### src/rtl/ulpi_rx_decoder.sv
// ULPI receive decoder: splits the PHY bus into RX CMD status and a packet byte stream.
// Optional saturating packet/error counters are built when ULPI_RX_STATS_EN is defined.
module ulpi_rx_decoder #(
  parameter int unsigned STAT_WIDTH = 16
) (
  input  logic                  clk,
  input  logic                  rst,
  input  logic                  ulpi_dir,
  input  logic                  ulpi_nxt,
  input  logic [7:0]            ulpi_rx_data,
  output logic                  rx_tvalid,
  input  logic                  rx_tready,
  output logic [7:0]            rx_tdata,
  output logic [1:0]            rx_tuser,
  output logic [1:0]            line_state,
  output logic [1:0]            vbus_state,
  output logic                  rx_active,
  output logic                  rx_error,
  output logic                  host_disconnect,
  output logic                  id,
  output logic                  update,
  output logic                  overflow
`ifdef ULPI_RX_STATS_EN
  ,
  output logic [STAT_WIDTH-1:0] stat_pkt_count,
  output logic [STAT_WIDTH-1:0] stat_err_count
`endif
);

  logic       dir_q, synced_q, synced_d;
  logic       active_q, active_d, error_q, error_d;
  logic [1:0] line_q, line_d, vbus_q, vbus_d;
  logic       id_q, id_d, hdisc_q, hdisc_d;
  logic       update_q, update_d, overflow_q, overflow_d;
  logic       hold_valid_q, hold_valid_d;
  logic [7:0] hold_data_q, hold_data_d;
  logic       pkt_ovf_q, pkt_ovf_d;
  logic       out_valid_q, out_valid_d;
  logic [7:0] out_data_q, out_data_d;
  logic [1:0] out_user_q, out_user_d;

  logic       turn, turn_rise, turn_fall, same_dir, is_data, is_cmd;
  logic       pkt_start, pkt_end;
  logic [1:0] rx_event;
  logic       emit, dropped;
  logic [7:0] emit_data;
  logic [1:0] emit_user;

  // Bus classification is suppressed until dir = 0 has been seen once after reset.
  always_comb begin
    rx_event  = ulpi_rx_data[5:4];
    turn      = synced_q & (ulpi_dir != dir_q);
    turn_rise = turn & ulpi_dir;
    turn_fall = turn & ~ulpi_dir;
    same_dir  = synced_q & ulpi_dir & dir_q;
    is_data   = same_dir & ulpi_nxt & active_q;
    is_cmd    = same_dir & ~ulpi_nxt;
    pkt_start = (turn_rise & ulpi_nxt) | (is_cmd & ~active_q & rx_event[0]);
    pkt_end   = (turn_fall & active_q) | (is_cmd & active_q & (rx_event == 2'b00));
  end

  always_comb begin
    synced_d = synced_q | ~ulpi_dir;
    active_d = active_q;
    error_d  = error_q;
    line_d   = line_q;
    vbus_d   = vbus_q;
    id_d     = id_q;
    hdisc_d  = hdisc_q;
    update_d = 1'b0;

    if (pkt_start) error_d = 1'b0;
    if (turn_rise && ulpi_nxt) active_d = 1'b1;
    if (turn_fall) active_d = 1'b0;

    if (is_cmd) begin
      line_d   = ulpi_rx_data[1:0];
      vbus_d   = ulpi_rx_data[3:2];
      id_d     = ulpi_rx_data[6];
      hdisc_d  = (rx_event == 2'b10);
      update_d = 1'b1;
      unique case (rx_event)
        2'b00: active_d = 1'b0;
        2'b01: active_d = 1'b1;
        2'b11: begin
          active_d = 1'b1;
          error_d  = 1'b1;
        end
        default: ;
      endcase
    end
  end

  // One-byte holdback so the final byte of a packet can carry the end tag.
  always_comb begin
    hold_valid_d = hold_valid_q;
    hold_data_d  = hold_data_q;
    emit         = 1'b0;
    emit_data    = hold_data_q;
    emit_user    = 2'b00;
    if (is_data) begin
      hold_valid_d = 1'b1;
      hold_data_d  = ulpi_rx_data;
      emit         = hold_valid_q;
    end else if (pkt_end) begin
      hold_valid_d = 1'b0;
      emit         = hold_valid_q;
      emit_user    = {error_q | pkt_ovf_q, 1'b1};
    end
  end

  always_comb begin
    out_valid_d = out_valid_q;
    out_data_d  = out_data_q;
    out_user_d  = out_user_q;
    overflow_d  = 1'b0;
    pkt_ovf_d   = pkt_ovf_q;
    dropped     = 1'b0;

    if (pkt_start) pkt_ovf_d = 1'b0;

    if (out_valid_q && !rx_tready) begin
      if (emit) begin
        dropped   = 1'b1;
        pkt_ovf_d = 1'b1;
        // A lost end-of-packet is folded into the pending beat instead of vanishing.
        if (emit_user[0]) out_user_d = 2'b11;
        else              overflow_d = 1'b1;
      end
    end else begin
      out_valid_d = emit;
      if (emit) begin
        out_data_d = emit_data;
        out_user_d = emit_user;
      end
    end
  end

  always_ff @(posedge clk or negedge rst) begin
    if (!rst) begin
      dir_q        <= 1'b0;
      synced_q     <= 1'b0;
      active_q     <= 1'b0;
      error_q      <= 1'b0;
      line_q       <= 2'b00;
      vbus_q       <= 2'b00;
      id_q         <= 1'b0;
      hdisc_q      <= 1'b0;
      update_q     <= 1'b0;
      overflow_q   <= 1'b0;
      hold_valid_q <= 1'b0;
      hold_data_q  <= 8'h00;
      pkt_ovf_q    <= 1'b0;
      out_valid_q  <= 1'b0;
      out_data_q   <= 8'h00;
      out_user_q   <= 2'b00;
    end else begin
      dir_q        <= ulpi_dir;
      synced_q     <= synced_d;
      active_q     <= active_d;
      error_q      <= error_d;
      line_q       <= line_d;
      vbus_q       <= vbus_d;
      id_q         <= id_d;
      hdisc_q      <= hdisc_d;
      update_q     <= update_d;
      overflow_q   <= overflow_d;
      hold_valid_q <= hold_valid_d;
      hold_data_q  <= hold_data_d;
      pkt_ovf_q    <= pkt_ovf_d;
      out_valid_q  <= out_valid_d;
      out_data_q   <= out_data_d;
      out_user_q   <= out_user_d;
    end
  end

  assign rx_tvalid       = out_valid_q;
  assign rx_tdata        = out_data_q;
  assign rx_tuser        = out_user_q;
  assign line_state      = line_q;
  assign vbus_state      = vbus_q;
  assign rx_active       = active_q;
  assign rx_error        = error_q;
  assign host_disconnect = hdisc_q;
  assign id              = id_q;
  assign update          = update_q;
  assign overflow        = overflow_q;

`ifdef ULPI_RX_STATS_EN
  logic [STAT_WIDTH-1:0] pkt_cnt_q, err_cnt_q;
  logic                  last_emit, last_err;

  always_comb begin
    last_emit = emit & emit_user[0];
    last_err  = last_emit & (emit_user[1] | dropped);
  end

  always_ff @(posedge clk or negedge rst) begin
    if (!rst) begin
      pkt_cnt_q <= '0;
      err_cnt_q <= '0;
    end else begin
      if (last_emit && (pkt_cnt_q != '1)) pkt_cnt_q <= pkt_cnt_q + 1'b1;
      if (last_err && (err_cnt_q != '1))  err_cnt_q <= err_cnt_q + 1'b1;
    end
  end

  assign stat_pkt_count = pkt_cnt_q;
  assign stat_err_count = err_cnt_q;
`else
  logic unused_dropped;
  assign unused_dropped = dropped;
`endif

endmodule

### config.mk
export PLATFORM = sky130hd
export DESIGN_NAME = ulpi_rx_decoder
export DESIGN_NICKNAME = d
export VERILOG_FILES = /design/src/rtl/ulpi_rx_decoder.sv
export SDC_FILE = /design/constraint.sdc
export NUM_CORES = 1
export LEC_CHECK = 0
export ABC_AREA = 0
export BUFFER_PORTS_ARGS = -buffer_cell sky130_fd_sc_hd__buf_2
export CORE_ASPECT_RATIO = 1.75
export CORE_MARGIN = 5
export CORE_UTILIZATION = 30
export CTS_CLUSTER_DIAMETER = 60
export CTS_CLUSTER_SIZE = 10
export DETAILED_ROUTE_END_ITERATION = 16
export GPL_TIMING_DRIVEN = 0
export PLACE_DENSITY_LB_ADDON = 0.3
export SYNTH_ARGS = -nofsm -noshare
export SYNTH_HDL_FRONTEND = slang
export SYNTH_SLANG_ARGS = --single-unit
### constraint.sdc
create_clock -name clk -period 2 [get_ports clk]
set_clock_uncertainty 0.15 [all_clocks]
set_input_delay 0.4 -clock clk [delete_from_list [all_inputs] [get_ports clk]]
set_output_delay 0.4 -clock clk [all_outputs]
set_load 0.005 [all_outputs]
==> impl_metrics.yaml, run 1 <==
status:
  outcome: "finished, final reports clean"
power:
  max-vdd-ir-drop_v: 0.0005082
  power.density_nw_per_um2: 1140
  cellLeakagePower_nw: 0.8599
sta:
  fin_crit_ns: 1.709
  setup_viol: 0
  drv_slew: 0
  max_clock_freq_mhz: 585.2
  hold_violations: 0
  finalCritPeriodShare_pct: 85.44
  worst_slack_ns: 0.2912
  tns_ns: 0
  slew_headroom_pct: 51.35
  worstMarginPinSlew_ns: 0.7298
  rsz0062_at_grt: "no"
  whs_ns: 0.02529
floorplanning:
  num_rows: 32
  core_area_um2: 4364
  dieArea_um2: 5975
  die_y_um: 98.58
  ios: 34
  initial_utilization_pct: 30.82
  die_x_um: 60.62
setup_path:
  crit_path_end_kind: "flop"
  critical_path.slowest_cell: "dfrtp_1"
  worstReg2RegEnd: "emit_data[4]$_DFFE_PN0P_"
  critPathKind: "flop to flop"
  worstPathRequired_ns: 2.02
  cpPeakStageDelay_ns: 0.43
  r2r_cells: 4
  path_max_fanout: 10
  r2r_start: "synced_q$_DFF_PN0_"
  crit_buf_inv: 1
  path_cells: "and3_4, and3_1, buf_2, mux2_2"
  critPathArrivalTime_ns: 1.73
  critical_path.top_delay_family: "flip-flops"
  rrSetupSlack_ns: 0.29
  critPathLaunchType: "flop"
layout:
  syn_to_final_growth_pct: 23.44
  final_cells: 195
  num-nets-final: 156
  post-route-util_pct: 38.04
  antenna-diode-count: 0
  drive_gt1_share_pct: 43.06
  fillers: 430
synthesis:
  synthTopCellsByCount: "dfrtp_1, nand2_1, mux2_2, mux2_4"
  yosys.area.top_type_share_pct: 61.40
  ys_seq_area_share_pct: 61.40
  synth_cells: 103
  synth_largest_area_cell: "dfrtp_1"
  syn-num-nets: 116
  avgSynthCellArea_um2: 13.06
  yosysMostFrequentCell: "dfrtp_1"
  synthTopCellsByArea: "dfrtp_1, mux2_4, mux2_2, nand2_1, o311ai_4"
  yosysWarningCount: 0
  synth.ff_latch_count: 33
  async_flop_share_pct: 100.0
  synth_ff_type: "dfrtp_1"
  synth_area_um2: 1345
  synth.distinct_cells: 24
  synth_edf_count: 0
clock_network:
  cts_tree: "built"
  htreeDepth: 2
  cts_buffer_depth: 2
  clock-sinks: 33
  root_buffer: "clkbuf_8"
  cts_resized: 0
  path_clk_slew_ns: 0.07
  postCtsSetupRepairBufs: 0
  cts_made_buffers: 5
  worstSkewPairLatency_ns: 0.28
  cts_hold_buf: 0
placed_design:
  pre_cts_ws_ns: 0.1070
  numPlacedInstances: 187
  gp_congestion: 0.7630
  dpl.hpwl_um: 2033
  portBuffers: 33
min_path:
  min-delay-path-class: "input pin to asynchronous set/reset pin"
global_route:
  track_usage_pct: 10.47
  gr-total-overflow: 0
  grt_pass1_vias: 1026
  grt_start_max_net_pins: 34
  antenna_found_initial: 0
  grt_pass1_wl_um: 4747
run:
  cap_violations: 0
route:
  post_drt_wl_per_cell_um: 13.72
  viasPerCell: 4.605
  drcViolationCount: 0
  first_pass_iters: 3
  via_count: 898
  antenna_left: 0
  drt_iter0_drc: 4
  routed_wl_um: 2676
==> worst max-delay path by stage <==
stage	from	to	slack, ns	cells past startpoint
floorplan	ulpi_dir	rx_tdata[0]$_DFFE_PN0P_	0.41	5
global placement	ulpi_dir	rx_tdata[6]$_DFFE_PN0P_	0.14	6
detailed placement	ulpi_dir	rx_tdata[0]$_DFFE_PN0P_	0.11	6
CTS	synced_q$_DFF_PN0_	emit_data[7]$_DFFE_PN0P_	0.27	4
global route	synced_q$_DFF_PN0_	emit_data[4]$_DFFE_PN0P_	0.19	4
finish	synced_q$_DFF_PN0_	emit_data[4]$_DFFE_PN0P_	0.29	4
==> layout by cell type, fill, tap and decap left out, types with 2 or more instances in the layout <==
| master | n |
|---|---|
| mux2_4 | 8 |
| buf_2 | 34 |
| o21ai_0 | 4 |
| nand2_1 | 18 |
| a32o_1 | 2 |
| and3_1 | 2 |
| nor2_1 | 3 |
| dfrtp_1 | 33 |
| nor2b_1 | 2 |
| clkinv_2 | 2 |
| nand2b_1 | 4 |
| mux2_2 | 8 |
| clkbuf_8 | 5 |
| nand3_1 | 4 |
| inv_1 | 3 |
==> cell families (layout without fill, tap and decap cells) <==
family	count (synthesis)	count (layout)	synth area share, %
AND/OR/NAND/NOR	35	35	12.46
AO/OA/AOI/OAI	13	13	8.187
buffers and inverters	6	47	2.325
flip-flops	33	33	61.40
multiplexers	16	16	15.63
==> area by class of cell <==
class	instances	area (um2)	share of cell area [%]
Sequential cell	33	825.8	49.74
Multi-Input combinational cell	64	488.0	29.39
Timing Repair Buffer	33	165.2	9.947
Clock buffer	5	68.82	4.145
Tap cell	51	63.81	3.843
Clock inverter	3	17.52	1.055
Buffer	2	16.27	0.9797
Inverter	4	15.01	0.9043
==> registers in the layout, summed over array words and instances (netlist names), 2 cells and up <==
name        cells
emit_data       8
rx_tdata        8
line_state      2
rx_tuser        2
vbus_state      2
==> report_power, final <==
part | switching [W] | internal [W] | leakage, nW
combinational | 0.000166 | 0.000282 | 0.406
sequential | 0.000103 | 0.000855 | 0.410
clock | 0.000246 | 0.000240 | 0.0439
total | 0.000516 | 0.00138 | 0.860
==> per-stage QoR <==
stage	instance area [um2]	power [W]
floorplan	1345	0.001217
global placement	1574	0.001413
detailed placement	1574	0.001438
CTS	1660	0.001938
global route	1660	0.002036
finish	1660	0.001893
==> worst register-to-register path, cell delays in order, from the launching register on <==
cell and delay (ns):
dfrtp_1 0.43, and3_4 0.24, and3_1 0.18, buf_2 0.24, mux2_2 0.36
==> layer usage <==
metal | global-route usage [%] | up-vias | routed length, um
li1 | - | 434 | -
met1 | 11.85 | 437 | 1018
met2 | 17.23 | 21 | 1453
met3 | 3.277 | 6 | 140
met4 | 5.008 | 0 | 64
met5 | 0 | - | 0
No activity file was read; power rests on OpenSTA's default activity.
==> run 2: changes to the inputs <==
Settings changed: RECOVER_POWER set to 25.
==> run 2 against run 1 <==
Against the previous run: first-iteration DRC count unchanged; clock-buffer cell count stayed put; via count down 0.22%; design area barely moved; global-route usage stayed put; flip-flop and latch count is the same; non-clock buffer count stayed put; clock power barely moved; final cell count unchanged; setup slack lost 0.021 ns; hold slack improved by 0.027 ns; critical path type is now input pin to flop; critical endpoint is now rx_tdata[6]$_DFFE_PN0P_; largest cell class unchanged; largest power group unchanged; highest routed layer unchanged.
==> impl_metrics.yaml, run 2 (synthesis results as in run 1) <==
status:
  outcome: "finished, final reports clean"
placed_design:
  dpl.hpwl_um: 2033
  portBuffers: 33
  gp_congestion: 0.7630
  numPlacedInstances: 187
  dpl_cell_area_um2: 1574
  pre_cts_ws_ns: 0.1070
floorplanning:
  die_y_um: 98.58
  dieArea_um2: 5975
  die_x_um: 60.62
  core_area_um2: 4364
  num_rows: 32
  ios: 34
  initial_utilization_pct: 30.82
clock_network:
  postCtsSetupRepairBufs: 0
  path_clk_slew_ns: 0.07
  cts_resized: 0
  worstSkewPairLatency_ns: 0.28
  cts_buffer_depth: 2
  cts_hold_buf: 0
  root_buffer: "clkbuf_8"
  cts_tree: "built"
  clock-sinks: 33
  cts_made_buffers: 5
  htreeDepth: 2
sta:
  drv_slew: 0
  finalCritPeriodShare_pct: 86.50
  worst_slack_ns: 0.2700
  hold_violations: 0
  slew_headroom_pct: 45.80
  rsz0062_at_grt: "no"
  worstMarginPinSlew_ns: 0.8129
  setup_viol: 0
  max_clock_freq_mhz: 578.0
  fin_crit_ns: 1.730
  tns_ns: 0
layout:
  drive_gt1_share_pct: 42.36
  syn_to_final_growth_pct: 23.35
  antenna-diode-count: 0
  post-route-util_pct: 38.02
  stdcell_area_um2: 1659
  num-nets-final: 156
  layout_commonest_cell: "dfrtp_1"
  final_cell_mix: "dfrtp_1, buf_2, nand2_1, mux2_4, mux2_2"
  final_cells: 195
power:
  power.density_nw_per_um2: 1141
  cellLeakagePower_nw: 0.8574
  max-vdd-ir-drop_v: 0.0005082
setup_path:
  worstPathRequired_ns: 2.02
  critPathArrivalTime_ns: 1.75
  critPathLaunchType: "input pin"
  path_cells: "clkbuf_1, inv_2, o311ai_4, nand2b_1, buf_6, mux2_4"
  cpPeakStageDelay_ns: 0.34
  critical_path.slowest_cell: "o311ai_4"
  crit_path_end_kind: "flop"
  critPathKind: "input pin to flop"
  path_max_fanout: 9
route:
  top_layer_used: "met4"
  first_pass_iters: 3
  route.met3.wl_um: 135
  post_drt_wl_per_cell_um: 13.73
  routed_wl_um: 2678
  drt_iter0_drc: 4
  via_count: 896
  wl_met1_um: 1018
  viasPerCell: 4.595
  drcViolationCount: 0
  antenna_left: 0
  wl_met2_um: 1460
global_route:
  grt_pass1_vias: 1026
  gr-total-overflow: 0
  grt_start_max_net_pins: 34
  track_usage_pct: 10.47
  grt_pass1_wl_um: 4747
  antenna_found_initial: 0
run:
  cap_violations: 0
min_path:
  min-delay-path-class: "input pin to asynchronous set/reset pin"
run 2: changes by cell type in the layout (fill, tap and decap cells not counted), sizes merged:
cell	change
buf	-2
clkbuf	+2
run 2: worst paths after layout:
check | start | end | slack, ns | cells after the start
setup / recovery | ulpi_dir | rx_tdata[6]$_DFFE_PN0P_ | 0.27 | 6
setup reg to reg | synced_q$_DFF_PN0_ | emit_data[4]$_DFFE_PN0P_ | 0.29 | 4
max in group asynchronous | rst | emit_data[6]$_DFFE_PN0P_ | 1.14 | 1
min in group clk | ulpi_rx_data[6] | id$_DFFE_PN0N_ | 0.18 | 3
hold / removal | rst | rx_tuser[1]$_DFFE_PN0P_ | 0.05 | 1
hold reg to reg | line_state[0]$_DFFE_PN0N_ | line_state[0]$_DFFE_PN0N_ | 0.34 | 2
run 2: where the power goes:
| part | switching [W] | internal [W] |
|---|---|---|
| registers | 0.000103 | 0.000855 |
| logic | 0.000166 | 0.000282 |
| clock network | 0.000246 | 0.000240 |
| total | 0.000516 | 0.00138 |
run 2: critical path: cells and delay by family:
kind                   cells  cell delay, ns
buffers and inverters      3            0.53
AND/OR/NAND/NOR            1            0.17
AO/OA/AOI/OAI              1            0.34
multiplexers               1            0.31
run 2: stage by stage:
| step | hold WS [ns] | power (W) |
|---|---|---|
| 5_1_grt | 0.1173 | 0.002036 |
| 3_5_place_dp | 0.3155 | 0.001438 |
| 4_1_cts | 0.04638 | 0.001938 |
| 2_1_floorplan | -0.04559 | 0.001217 |
| 6_report | 0.05223 | 0.001892 |
| 3_3_place_gp | 0.3071 | 0.001413 |
run 2: routing by layer:
layer | vias to the layer above | GRT usage, %
met2 | 21 | 17.23
met3 | 6 | 3.277
li1 | 434 | -
met1 | 435 | 11.85
met4 | 0 | 5.008
met5 | - | 0
run 2: layout make-up:
type / count / area (um2)
tap: 51 / 63.81
clock buffer: 5 / 68.82
timing repair buffer: 33 / 163.9
clock inverter: 3 / 17.52
buffer: 2 / 16.27
multi-input combinational: 64 / 488.0
fill: 431 / 2705
sequential: 33 / 825.8
inverter: 4 / 15.01
==> run 3: changes to the inputs <==
Settings changed: CORE_UTILIZATION 30 to 51.
==> run 3 against run 2 <==
Against the previous run: design area decreased by 1.9%; flip-flop and latch count unchanged; critical endpoint is now rx_tdata[1]$_DFFE_PN0P_; critical path type unchanged; first-iteration DRC count increased to 2.5 times the previous value; fmax decreased by 0.55%; sequential power about the same; utilization increased by 27 points; global-route usage increased by 4.4 points; die area decreased by 36%.
==> impl_metrics.yaml, run 3 (synthesis results as in run 1) <==
sta:
  fin_crit_ns: 1.740
  slew_headroom_pct: 48.15
  finalCritPeriodShare_pct: 86.98
  rsz0062_at_grt: "no"
  hold_violations: 0
  setup_viol: 0
  whs_ns: 0.03251
  drv_slew: 0
  max_clock_freq_mhz: 574.9
  tns_ns: 0
  worstMarginPinSlew_ns: 0.7778
setup_path:
  crit_start: "ulpi_dir"
  r2r_cells: 4
  rrSetupSlack_ns: 0.29
  critPathLaunchType: "input pin"
  worstReg2RegEnd: "emit_data[0]$_DFFE_PN0P_"
  path_max_fanout: 9
  critPathArrivalTime_ns: 1.76
  critPathKind: "input pin to flop"
  worstPathRequired_ns: 2.02
  r2r_start: "synced_q$_DFF_PN0_"
  crit_path_end_kind: "flop"
  crit_end: "rx_tdata[1]$_DFFE_PN0P_"
layout:
  layout_commonest_cell: "dfrtp_1"
  final_cell_mix: "dfrtp_1, buf_2, nand2_1, mux2_4, mux2_2"
  fillers: 223
  stdcell_area_um2: 1628
  num-nets-final: 156
  antenna-diode-count: 0
  drive_gt1_share_pct: 41.26
  syn_to_final_growth_pct: 21.02
clock_network:
  htreeDepth: 2
  cts_buffer_depth: 2
  root_buffer: "clkbuf_8"
  clock-sinks: 33
  cts_hold_buf: 0
  worstSkewPairLatency_ns: 0.28
  cts_made_buffers: 5
  cts_tree: "built"
  path_clk_slew_ns: 0.06
  postCtsSetupRepairBufs: 0
  cts_resized: 0
route:
  via_count: 886
  drt_iter0_drc: 10
  viasPerCell: 5.243
  first_pass_iters: 2
  routed_wl_um: 2451
  antenna_left: 0
  post_drt_wl_per_cell_um: 14.50
  drcViolationCount: 0
global_route:
  track_usage_pct: 14.88
  grtUsageMet2_pct: 22.51
  grt_pass1_wl_um: 4243
  grt_start_max_net_pins: 34
  grt.busiest_layer: "met2"
  antenna_found_initial: 0
  gr-total-overflow: 0
  grt_pass1_vias: 901
  use_met1_pct: 16.54
  grt_util_met3_pct: 4.598
power:
  cellLeakagePower_nw: 0.8578
  max-vdd-ir-drop_v: 0.0007098
  power.density_nw_per_um2: 1167
  finalPower_w: 0.001900
placed_design:
  gp_congestion: 0.7509
  dpl.hpwl_um: 1864
  portBuffers: 33
  dpl_cell_area_um2: 1543
status:
  outcome: "finished, final reports clean"
floorplanning:
  ios: 34
  dieArea_um2: 3805
  die_y_um: 77.94
  core_area_um2: 2522
  die_x_um: 48.82
  initial_utilization_pct: 53.32
  num_rows: 24
min_path:
  min-delay-path-class: "input pin to asynchronous set/reset pin"
run:
  cap_violations: 0
==> run 3: cell types whose count changed in the layout (fill, tap and decap cells not counted), sizes merged <==
cell,change
clkbuf,+2
clkinv,-2
clkinvlp,-1
==> run 3: stage by stage <==
stage	util [%]	setup slack, ns	instances
floorplan	-	0.4129	103
global placement	61.16	0.1551	162
finish	64.53	0.2604	169
CTS	64.58	0.2788	169
global route	64.53	0.1979	169
detailed placement	61.16	0.1033	162
==> run 3: power by group <==
part	internal, W	total [W]	switching (W)
Combinational	0.000282	0.000446	0.000164
Sequential	0.000856	0.000960	0.000105
Clock	0.000272	0.000493	0.000221
Total	0.00141	0.00190	0.000489
==> run 3: worst min path at each step <==
stage | from | end | slack [ns] | depth (start not counted)
5_1_grt | rst | rx_tdata[6]$_DFFE_PN0P_ | 0.09 | 1
3_5_place_dp | id$_DFFE_PN0N_ | id$_DFFE_PN0N_ | 0.31 | 2
6_report | rst | rx_tdata[6]$_DFFE_PN0P_ | 0.03 | 1
2_1_floorplan | rst | dir_q$_DFF_PN0_ | -0.05 | 0
4_1_cts | rst | line_state[1]$_DFFE_PN0N_ | 0.02 | 1
3_3_place_gp | vbus_state[0]$_DFFE_PN0N_ | vbus_state[0]$_DFFE_PN0N_ | 0.30 | 2
==> run 3: layer usage <==
metal  part of all wire, %  routed length, um
met5                     0                  0
met4                   3.7                 91
met3                   6.0                146
met2                    51               1241
met1                    40                971
==> run 3: area by class of cell <==
cell class	instances	area, um2	share of cell area (%)
clock buffer	7	86.33	5.304
sequential	33	825.8	50.73
multi-input combinational	64	488.0	29.98
tap	26	32.53	1.998
buffer	2	16.27	0.9992
timing repair buffer	33	163.9	10.07
inverter	4	15.01	0.9224
==> run 3: worst max-delay path, cell delays in order <==
cell	delay [ns]
clkbuf_1	0.28
inv_2	0.08
o311ai_4	0.34
nand2b_1	0.17
buf_6	0.16
mux2_4	0.31
